`src/rtl/bus_arbiter_if.sv`:
```
// Bus-ownership handshake between the datapath masters and the round-robin arbiter.
// The masters drive requests and locks; the arbiter returns the registered grant view.
interface bus_arbiter_if #(
    parameter int N_REQ = 4,
    parameter int ID_W  = 2
) ();
    logic [N_REQ-1:0] req;
    logic [N_REQ-1:0] lock;
    logic [N_REQ-1:0] grant;
    logic [ID_W-1:0]  grant_id;
    logic             bus_busy;
    logic             preempt;

    modport master (
        output req,
        output lock,
        input  grant,
        input  grant_id,
        input  bus_busy,
        input  preempt
    );

    modport slave (
        input  req,
        input  lock,
        output grant,
        output grant_id,
        output bus_busy,
        output preempt
    );
endinterface

```
`src/rtl/bus_arbiter.sv`:
```
// Round-robin owner arbiter for the shared 16-bit tristate bus: registered one-hot
// grants, a forced one-cycle turnaround between owners, and bounded hold with lock.
module bus_arbiter #(
    parameter int N_REQ    = 4,
    parameter int MAX_HOLD = 8,
    parameter int ID_W     = 2
) (
    input  logic          clk,
    input  logic          rst,
    bus_arbiter_if.slave  bus
);

    localparam int HOLD_W = (MAX_HOLD > 1) ? $clog2(MAX_HOLD) : 1;
    localparam logic [HOLD_W-1:0] HOLD_LAST = HOLD_W'(MAX_HOLD - 1);
    localparam logic [HOLD_W-1:0] HOLD_ONE  = HOLD_W'(1);
    localparam logic [ID_W-1:0]   ID_LAST   = ID_W'(N_REQ - 1);
    localparam logic [ID_W-1:0]   ID_ONE    = ID_W'(1);
    localparam logic [N_REQ-1:0]  BIT0      = {{(N_REQ-1){1'b0}}, 1'b1};

    typedef enum logic [1:0] {
        ST_IDLE = 2'd0,
        ST_OWN  = 2'd1,
        ST_TURN = 2'd2
    } state_t;

    // First asserted request scanning ptr, ptr+1, ... with wrap. The scan runs from
    // the farthest offset down so the nearest requester is the last one written.
    function automatic logic [ID_W-1:0] rr_pick(
        input logic [N_REQ-1:0] r,
        input logic [ID_W-1:0]  p
    );
        logic [ID_W-1:0] w;
        logic [ID_W-1:0] sel;
        w = '0;
        for (int i = N_REQ - 1; i >= 0; i--) begin
            sel = ID_W'((int'(p) + i) % N_REQ);
            w   = r[sel] ? sel : w;
        end
        return w;
    endfunction

    state_t             state_r;
    logic [N_REQ-1:0]   grant_r;
    logic [ID_W-1:0]    grant_id_r;
    logic               bus_busy_r;
    logic               preempt_r;
    logic [ID_W-1:0]    ptr_r;
    logic [HOLD_W-1:0]  hold_cnt_r;

    logic               any_req_s;
    logic               owner_req_s;
    logic               owner_lock_s;
    logic               others_req_s;
    logic               timeout_s;
    logic [ID_W-1:0]    winner_s;
    logic [ID_W-1:0]    next_ptr_s;

    // Arbitration decode; grant_r only ever holds the owner bit while in ST_OWN.
    always_comb begin
        any_req_s    = |bus.req;
        winner_s     = rr_pick(bus.req, ptr_r);
        next_ptr_s   = (winner_s == ID_LAST) ? '0 : (winner_s + ID_ONE);
        owner_req_s  = bus.req[grant_id_r];
        owner_lock_s = bus.lock[grant_id_r];
        others_req_s = |(bus.req & ~grant_r);
        timeout_s    = (hold_cnt_r == HOLD_LAST);
    end

    // Ownership FSM with all bus-facing outputs registered on the same edge.
    always_ff @(posedge clk or negedge rst) begin
        if (!rst) begin
            state_r    <= ST_IDLE;
            grant_r    <= '0;
            grant_id_r <= '0;
            bus_busy_r <= 1'b0;
            preempt_r  <= 1'b0;
            ptr_r      <= '0;
            hold_cnt_r <= '0;
        end else begin
            preempt_r <= 1'b0;
            case (state_r)
                ST_IDLE, ST_TURN: begin
                    if (any_req_s) begin
                        grant_r    <= BIT0 << winner_s;
                        grant_id_r <= winner_s;
                        bus_busy_r <= 1'b1;
                        ptr_r      <= next_ptr_s;
                        hold_cnt_r <= '0;
                        state_r    <= ST_OWN;
                    end else begin
                        grant_r    <= '0;
                        grant_id_r <= '0;
                        bus_busy_r <= 1'b0;
                        state_r    <= ST_IDLE;
                    end
                end
                ST_OWN: begin
                    if (!owner_req_s) begin
                        grant_r    <= '0;
                        grant_id_r <= '0;
                        bus_busy_r <= 1'b0;
                        state_r    <= ST_TURN;
                    end else if (timeout_s && others_req_s && !owner_lock_s) begin
                        grant_r    <= '0;
                        grant_id_r <= '0;
                        bus_busy_r <= 1'b0;
                        preempt_r  <= 1'b1;
                        state_r    <= ST_TURN;
                    end else begin
                        // Saturate so a lone or locked owner keeps the bus indefinitely.
                        hold_cnt_r <= timeout_s ? hold_cnt_r : (hold_cnt_r + HOLD_ONE);
                        state_r    <= ST_OWN;
                    end
                end
                default: begin
                    grant_r    <= '0;
                    grant_id_r <= '0;
                    bus_busy_r <= 1'b0;
                    hold_cnt_r <= '0;
                    state_r    <= ST_IDLE;
                end
            endcase
        end
    end

    assign bus.grant    = grant_r;
    assign bus.grant_id = grant_id_r;
    assign bus.bus_busy = bus_busy_r;
    assign bus.preempt  = preempt_r;

endmodule

```
`src/flat_wrapper.sv`:
```
// flat-port wrapper written by rule: the top's interface ports become plain ports
module bus_arbiter_flat 
#(
    parameter int N_REQ    = 4,
    parameter int MAX_HOLD = 8,
    parameter int ID_W     = 2
)
  (clk, rst, bus_req, bus_lock, bus_grant, bus_grant_id, bus_bus_busy, bus_preempt);
  bus_arbiter_if #(.N_REQ(N_REQ), .ID_W(ID_W)) bus_i ();
  input  logic clk;
  input  logic rst;
  input wire logic [$bits(bus_i.req)-1:0] bus_req;
  input wire logic [$bits(bus_i.lock)-1:0] bus_lock;
  output wire logic [$bits(bus_i.grant)-1:0] bus_grant;
  output wire logic [$bits(bus_i.grant_id)-1:0] bus_grant_id;
  output wire logic [$bits(bus_i.bus_busy)-1:0] bus_bus_busy;
  output wire logic [$bits(bus_i.preempt)-1:0] bus_preempt;
  assign bus_i.req = bus_req;
  assign bus_i.lock = bus_lock;
  assign bus_grant = bus_i.grant;
  assign bus_grant_id = bus_i.grant_id;
  assign bus_bus_busy = bus_i.bus_busy;
  assign bus_preempt = bus_i.preempt;
  bus_arbiter #(.N_REQ(N_REQ), .MAX_HOLD(MAX_HOLD), .ID_W(ID_W)) u_core (.clk(clk), .rst(rst), .bus(bus_i));
endmodule
```
`config.mk`:
```
export PLATFORM = sky130hd
export DESIGN_NAME = bus_arbiter_flat
export DESIGN_NICKNAME = d
export VERILOG_FILES = /design/src/rtl/bus_arbiter_if.sv /design/src/rtl/bus_arbiter.sv /design/src/flat_wrapper.sv
export SDC_FILE = /design/constraint.sdc
export NUM_CORES = 1
export LEC_CHECK = 0
export BUFFER_PORTS_ARGS = -buffer_cell sky130_fd_sc_hd__buf_2
export CAP_MARGIN = 20
export CORE_ASPECT_RATIO = 1.2
export CORE_MARGIN = 2
export CORE_UTILIZATION = 43
export DETAILED_ROUTE_END_ITERATION = 8
export PLACE_DENSITY = 0.65
export SLEW_MARGIN = 10
export SYNTH_ARGS = -nofsm -noshare
export SYNTH_HDL_FRONTEND = slang
export SYNTH_SLANG_ARGS = --single-unit
```
`constraint.sdc`:
```
create_clock -name clk -period 4.7 [get_ports clk]
set_input_delay 0.235 -clock clk [delete_from_list [all_inputs] [get_ports clk]]
set_output_delay 0.235 -clock clk [all_outputs]
set_load 0.05 [all_outputs]
```
Yosys cells after proc, flatten, opt, wreduce, memory -nomap -nowiden:

Index checks and enable logic that the tools add are counted.

* output and inout bits: 8
* input bits: 10
* logic and storage cells: 79
* flip-flop bits (word level): 15

* reductions and logical operators: 9
* muxes and demuxes: 41
* shift operators: 1
* add/sub/neg operators: 5
* bitwise gates (word level): 2
* equality and inequality tests: 9
* $lt $le $gt $ge: 5

Operators by type and width (count)
* $mux W2: 10
* $lt A2 B3 Y1 const B: 5
* $mux W1: 13
* $bmux W1 S2: 6
* $mux W3: 4
* $mux W4: 3
* $pmux W2 S2: 2
* $pmux W4 S2: 1
* $reduce_or A4 Y1: 2
* $pmux W3 S2: 1
* $add A2 B1 Y2 const B: 2
* $add A2 B2 Y2 const B: 2
* $and A4 B4 Y4: 1
* $eq A2 B2 Y1 const B: 2
* $ne A2 B1 Y1 const B: 2
* $ne A2 B2 Y1 const B: 2
* $not A4 Y4: 1
* $reduce_and A4 Y1: 1
* $shl A1 B2 Y4 const A: 1
* $add A3 B1 Y3 const B: 1
* $eq A3 B3 Y1 const B: 1
* $ne A3 B3 Y1 const B: 1
* $eq A2 B1 Y1 const B: 1
* $logic_and A1 B1 Y1: 2
* 5 further kinds: 5

Depth between registers and ports, before layout:

* depth after elaboration: 10
* depth in mapped cells: 6
* mapped depth without buffers: 6

Least setup slack after synthesis:

Ideal clock, no wire load.

* kind: register -> register
* start point: reg u_core.grant_id_r[0], in the netlist u_core.bus.grant_id[0]
* end point: reg u_core.hold_cnt_r[0]
* setup slack: 2.809 ns
* required time: 4.575 ns
* setup time: 0.125 ns
* arrival time: 1.767 ns
* buffers on the path: 0
* stages on the path, launching flop included: 5
* clock period less this slack: 1.891 ns
* cells stage by stage: dfrtp_1 > mux4_2 > nor2b_4 > nor2b_4 > mux2_2

* word-level cells in the longest chain between the ends: 6
* elaborated cells between the ends (all ways): 9
* classes of those cells: eq/ne: 2; mux: 4; reduce/logical: 3

RTL lines
* start: declaration: RTL line bus_arbiter.sv:44 `logic [ID_W-1:0] grant_id_r;`
* start signal: assignment: RTL line bus_arbiter.sv:85 `grant_id_r <= winner_s;`
* $bmux W1 S2: RTL line bus_arbiter.sv:64 `owner_lock_s = bus.lock[grant_id_r];`
* $mux W1 (not written as such): RTL line bus_arbiter.sv:64
* $logic_not A1 Y1: RTL line bus_arbiter.sv:103 `end else if (timeout_s && others_req_s && !owner_lock_s) begin`
* $logic_and A1 B1 Y1: RTL line bus_arbiter.sv:103
* $ne A2 B2 Y1 (no line)
* $reduce_and A4 Y1 (no line) (*)
* end signal: assignment: RTL line bus_arbiter.sv:111 `hold_cnt_r <= timeout_s ? hold_cnt_r : (hold_cnt_r + HOLD_ONE);`
* end: declaration: RTL line bus_arbiter.sv:48 `logic [HOLD_W-1:0] hold_cnt_r;`

Every way passes the cells marked *; elsewhere a longest branch is shown, timed or not. The select of a mux whose other input is x is not followed.
A chain may end at the register's enable or synchronous reset.

Worst setup path in the final report:

* start point: reg u_core.ptr_r[0]
* end point: reg u_core.ptr_r[1]

* word-level cells in the longest chain between the ends: 9
* elaborated cells between the ends (all ways): 18
* classes of those cells: add/sub: 4; eq/ne: 1; mux: 13

RTL lines
* start: declaration: RTL line bus_arbiter.sv:47 `logic [ID_W-1:0] ptr_r;`
* start signal: assignment: RTL line bus_arbiter.sv:87 `ptr_r <= next_ptr_s;`
* $add A2 B2 Y2: RTL line bus_arbiter.sv:36 `sel = ID_W'((int'(p) + i) % N_REQ);`
* $bmux W1 S2: RTL line bus_arbiter.sv:37 `w = r[sel] ? sel : w;`
* $mux W1 (not written as such): RTL line bus_arbiter.sv:37
* $mux W2 (3 in a row): RTL line bus_arbiter.sv:37
* $mux W2 (*): RTL line bus_arbiter.sv:37
* $add A2 B1 Y2 or $eq A2 B2 Y1 (tied branches): RTL line bus_arbiter.sv:62 `next_ptr_s = (winner_s == ID_LAST) ? '0 : (winner_s + ID_ONE);`
* $mux W2 (*): RTL line bus_arbiter.sv:62
* named net u_core.next_ptr_s[1]: RTL line bus_arbiter.sv:56 `logic [ID_W-1:0] next_ptr_s;`

Mark *: on every way through the listed nets, which the timed path passes. The rest lies on a longest branch. The select of a mux whose other input is x is not followed.

==> metrics <==
power consumption about 620 µW; register-to-register setup slack between 2000 and 3000 ps; first-pass GRT wire length 2.773 mm; synth top area cells dfrtp_1, ha_1, a22o_1; worst vdd ir 0.4014 mV; P_leak ~0.00050 µW; GPL Wtd Cong 0.8605; number of iterations in the first detailed-routing pass 2; final wirelength ~1.5 mm; CTS Buf Count 3; total die area 2298 µm²; # rows 17; Area Overhead vs Synth 17.04%; worst reg2reg startpoint u_core.ptr_r[0]; Reg2Reg Depth 5; via count 619; Post-synth top flop dfrtp_1; HP Class in2async; Worst Path Required 4870 ps; PwrDens 641.0 nW/µm²; Final ANT Viol Nets 0; Iter 0 DRT Violations 3; Place WS 2796 ps; gr ovfl total 0; CTS tree done; initial antenna violation count 0; post-synth top area cell dfrtp_1; post-cts resize count 0; hold buffers post-CTS 1; Post-CTS Setup Repair Bufs 0; DR WL/cell 13.94 µm; Max Root-Sink Buffers 2; commonest non-fill, non-tap cell in the layout buf_2; largest net degree at the start of global routing 16; Die H ~52 µm; Via density ~5.7; skew final around 4.4 ps; core area approximately 1800 µm²; syn avg cell area 12.02 µm²; placed insts 104; Synth top area share 45.25%; mapped cell area 829.5 µm²; WS Path Type reg2reg; CTS clk-pin slew, worst paths roughly 90 ps; Hold Slack around 380 ps; vias in the first global route about 630; Setup WS post-layout 2788 ps; initial core utilization 45.35%; most frequent cells in the layout buf_2, dfrtp_1, nand2b_1; Reg-to-Reg End u_core.ptr_r[1]; RSZ-0062 raised after global routing no; Setup violations, final 0; Worst Path Arrival around 2100 ps; hpwl dp 1.156 mm; Synth Warn # 0; Clock Latency Late Sink 280 ps; nets@finish 107; clock root buffer clkbuf_4; Fmax achieved approximately 520 MHz; Synthesized Nets 85; Mapped Cells 69; Overall Global Routing Usage approximately 17%; post-synthesis cell type count 23; Slew headroom a little over half; Final Cycle Share 40.67%; maxcap violations 0; Seq/Total Area, Yosys 45.25%; Num Clock Sinks 15; worst slew pin tran 710.3 ps; Ports 18; crit path time final between 1500 and 2000 ps; Die Wd around 44 µm; non-filler cells, final between 100 and 150; PortBufs 17; Post-synth ARST share 100.0%; # DRC 0; EDFF count, synth 0; H-tree levels 1; CP endpoint kind flop; status complete, no violations; Final Hold Viols 0; max-slew violations 0; # diodes 0; synthesized flop and latch total 15; layout cells sized above 1 34.44%; final setup TNS 0 ps; CP Max Fanout 5; type of origin of the critical path flop
==> metrics by stage <==
step / cell area (µm²) / util (%)
after global placement: 934.6 / 51.09
after global routing: 970.9 / 53.08
final: 970.9 / 53.08
after CTS: 970.9 / 53.08
after floorplan: 829.5 / -
after detailed placement: 934.6 / 51.09
==> state kept, by name, summed over array words and instances (netlist names) <==
name	count
u_core.bus.preempt	1
u_core.bus.grant	4
u_core.hold_cnt_r	3
u_core.state_r	2
u_core.bus.grant_id	2
u_core.ptr_r	2
u_core.bus.bus_busy	1
==> routing by layer <==
metal  GRT usage, %  routed length (µm)  vias up
met4          9.596                  34        0
met1          20.54                 650      309
met3          2.431                  55        4
met2          27.21                 779       11
met5              0                   0        -
li1               -                   -      295
==> synth_stat cells (all sizes together), types with 2 or more instances <==
| cell | instances |
|---|---|
| a21oi | 6 |
| a22o | 9 |
| dfrtp | 15 |
| ha | 6 |
| inv | 6 |
| mux2 | 2 |
| mux4 | 2 |
| nand2b | 7 |
| nor2 | 3 |
| nor2b | 2 |
| o21ai | 2 |
==> how the worst max path moves through the flow <==
| stage | from | to | cells after the start |
|---|---|---|---|
| 2_1_floorplan | u_core.bus.grant_id[0] | u_core.hold_cnt_r[0] | 4 |
| 3_3_place_gp | bus_req[3] | u_core.ptr_r[1] | 6 |
| 3_5_place_dp | bus_req[2] | u_core.ptr_r[1] | 5 |
| 4_1_cts | u_core.ptr_r[0] | u_core.ptr_r[1] | 5 |
| 5_1_grt | u_core.ptr_r[0] | u_core.ptr_r[1] | 5 |
| 6_report | u_core.ptr_r[0] | u_core.ptr_r[1] | 5 |
==> critical path, cell delays in order, from the launching register on <==
cell and delay [ps]:
dfrtp_1 370, inv_1 60, a22o_1 200, a221oi_1 570, ha_1 350, mux2_2 260
==> kinds of logic after synthesis <==
family          after synthesis  synth area share (%)
compound gates               21                 20.82
mux                           4                 8.597
fa+ha+maj                     6                 9.050
buf+inv                       7                 3.167
simple gates                 16                 13.12
flops                        15                 45.25
==> cell type report <==
class	count	area [µm²]
Fill cell	164	858.3
Tap cell	19	23.77
Inverter	6	22.52
Sequential cell	15	375.4
Timing Repair Buffer	18	95.09
Clock buffer	4	26.28
Multi-Input combinational cell	47	427.9
==> report_power, final <==
part / total [µW] / internal [µW] / switching (µW)
logic: 331 / 126 / 205
registers: 217 / 179 / 38.2
clock network: 73.7 / 33.0 / 40.7
total: 622 / 338 / 284
Note: power is estimated with default switching activity, not from simulation.
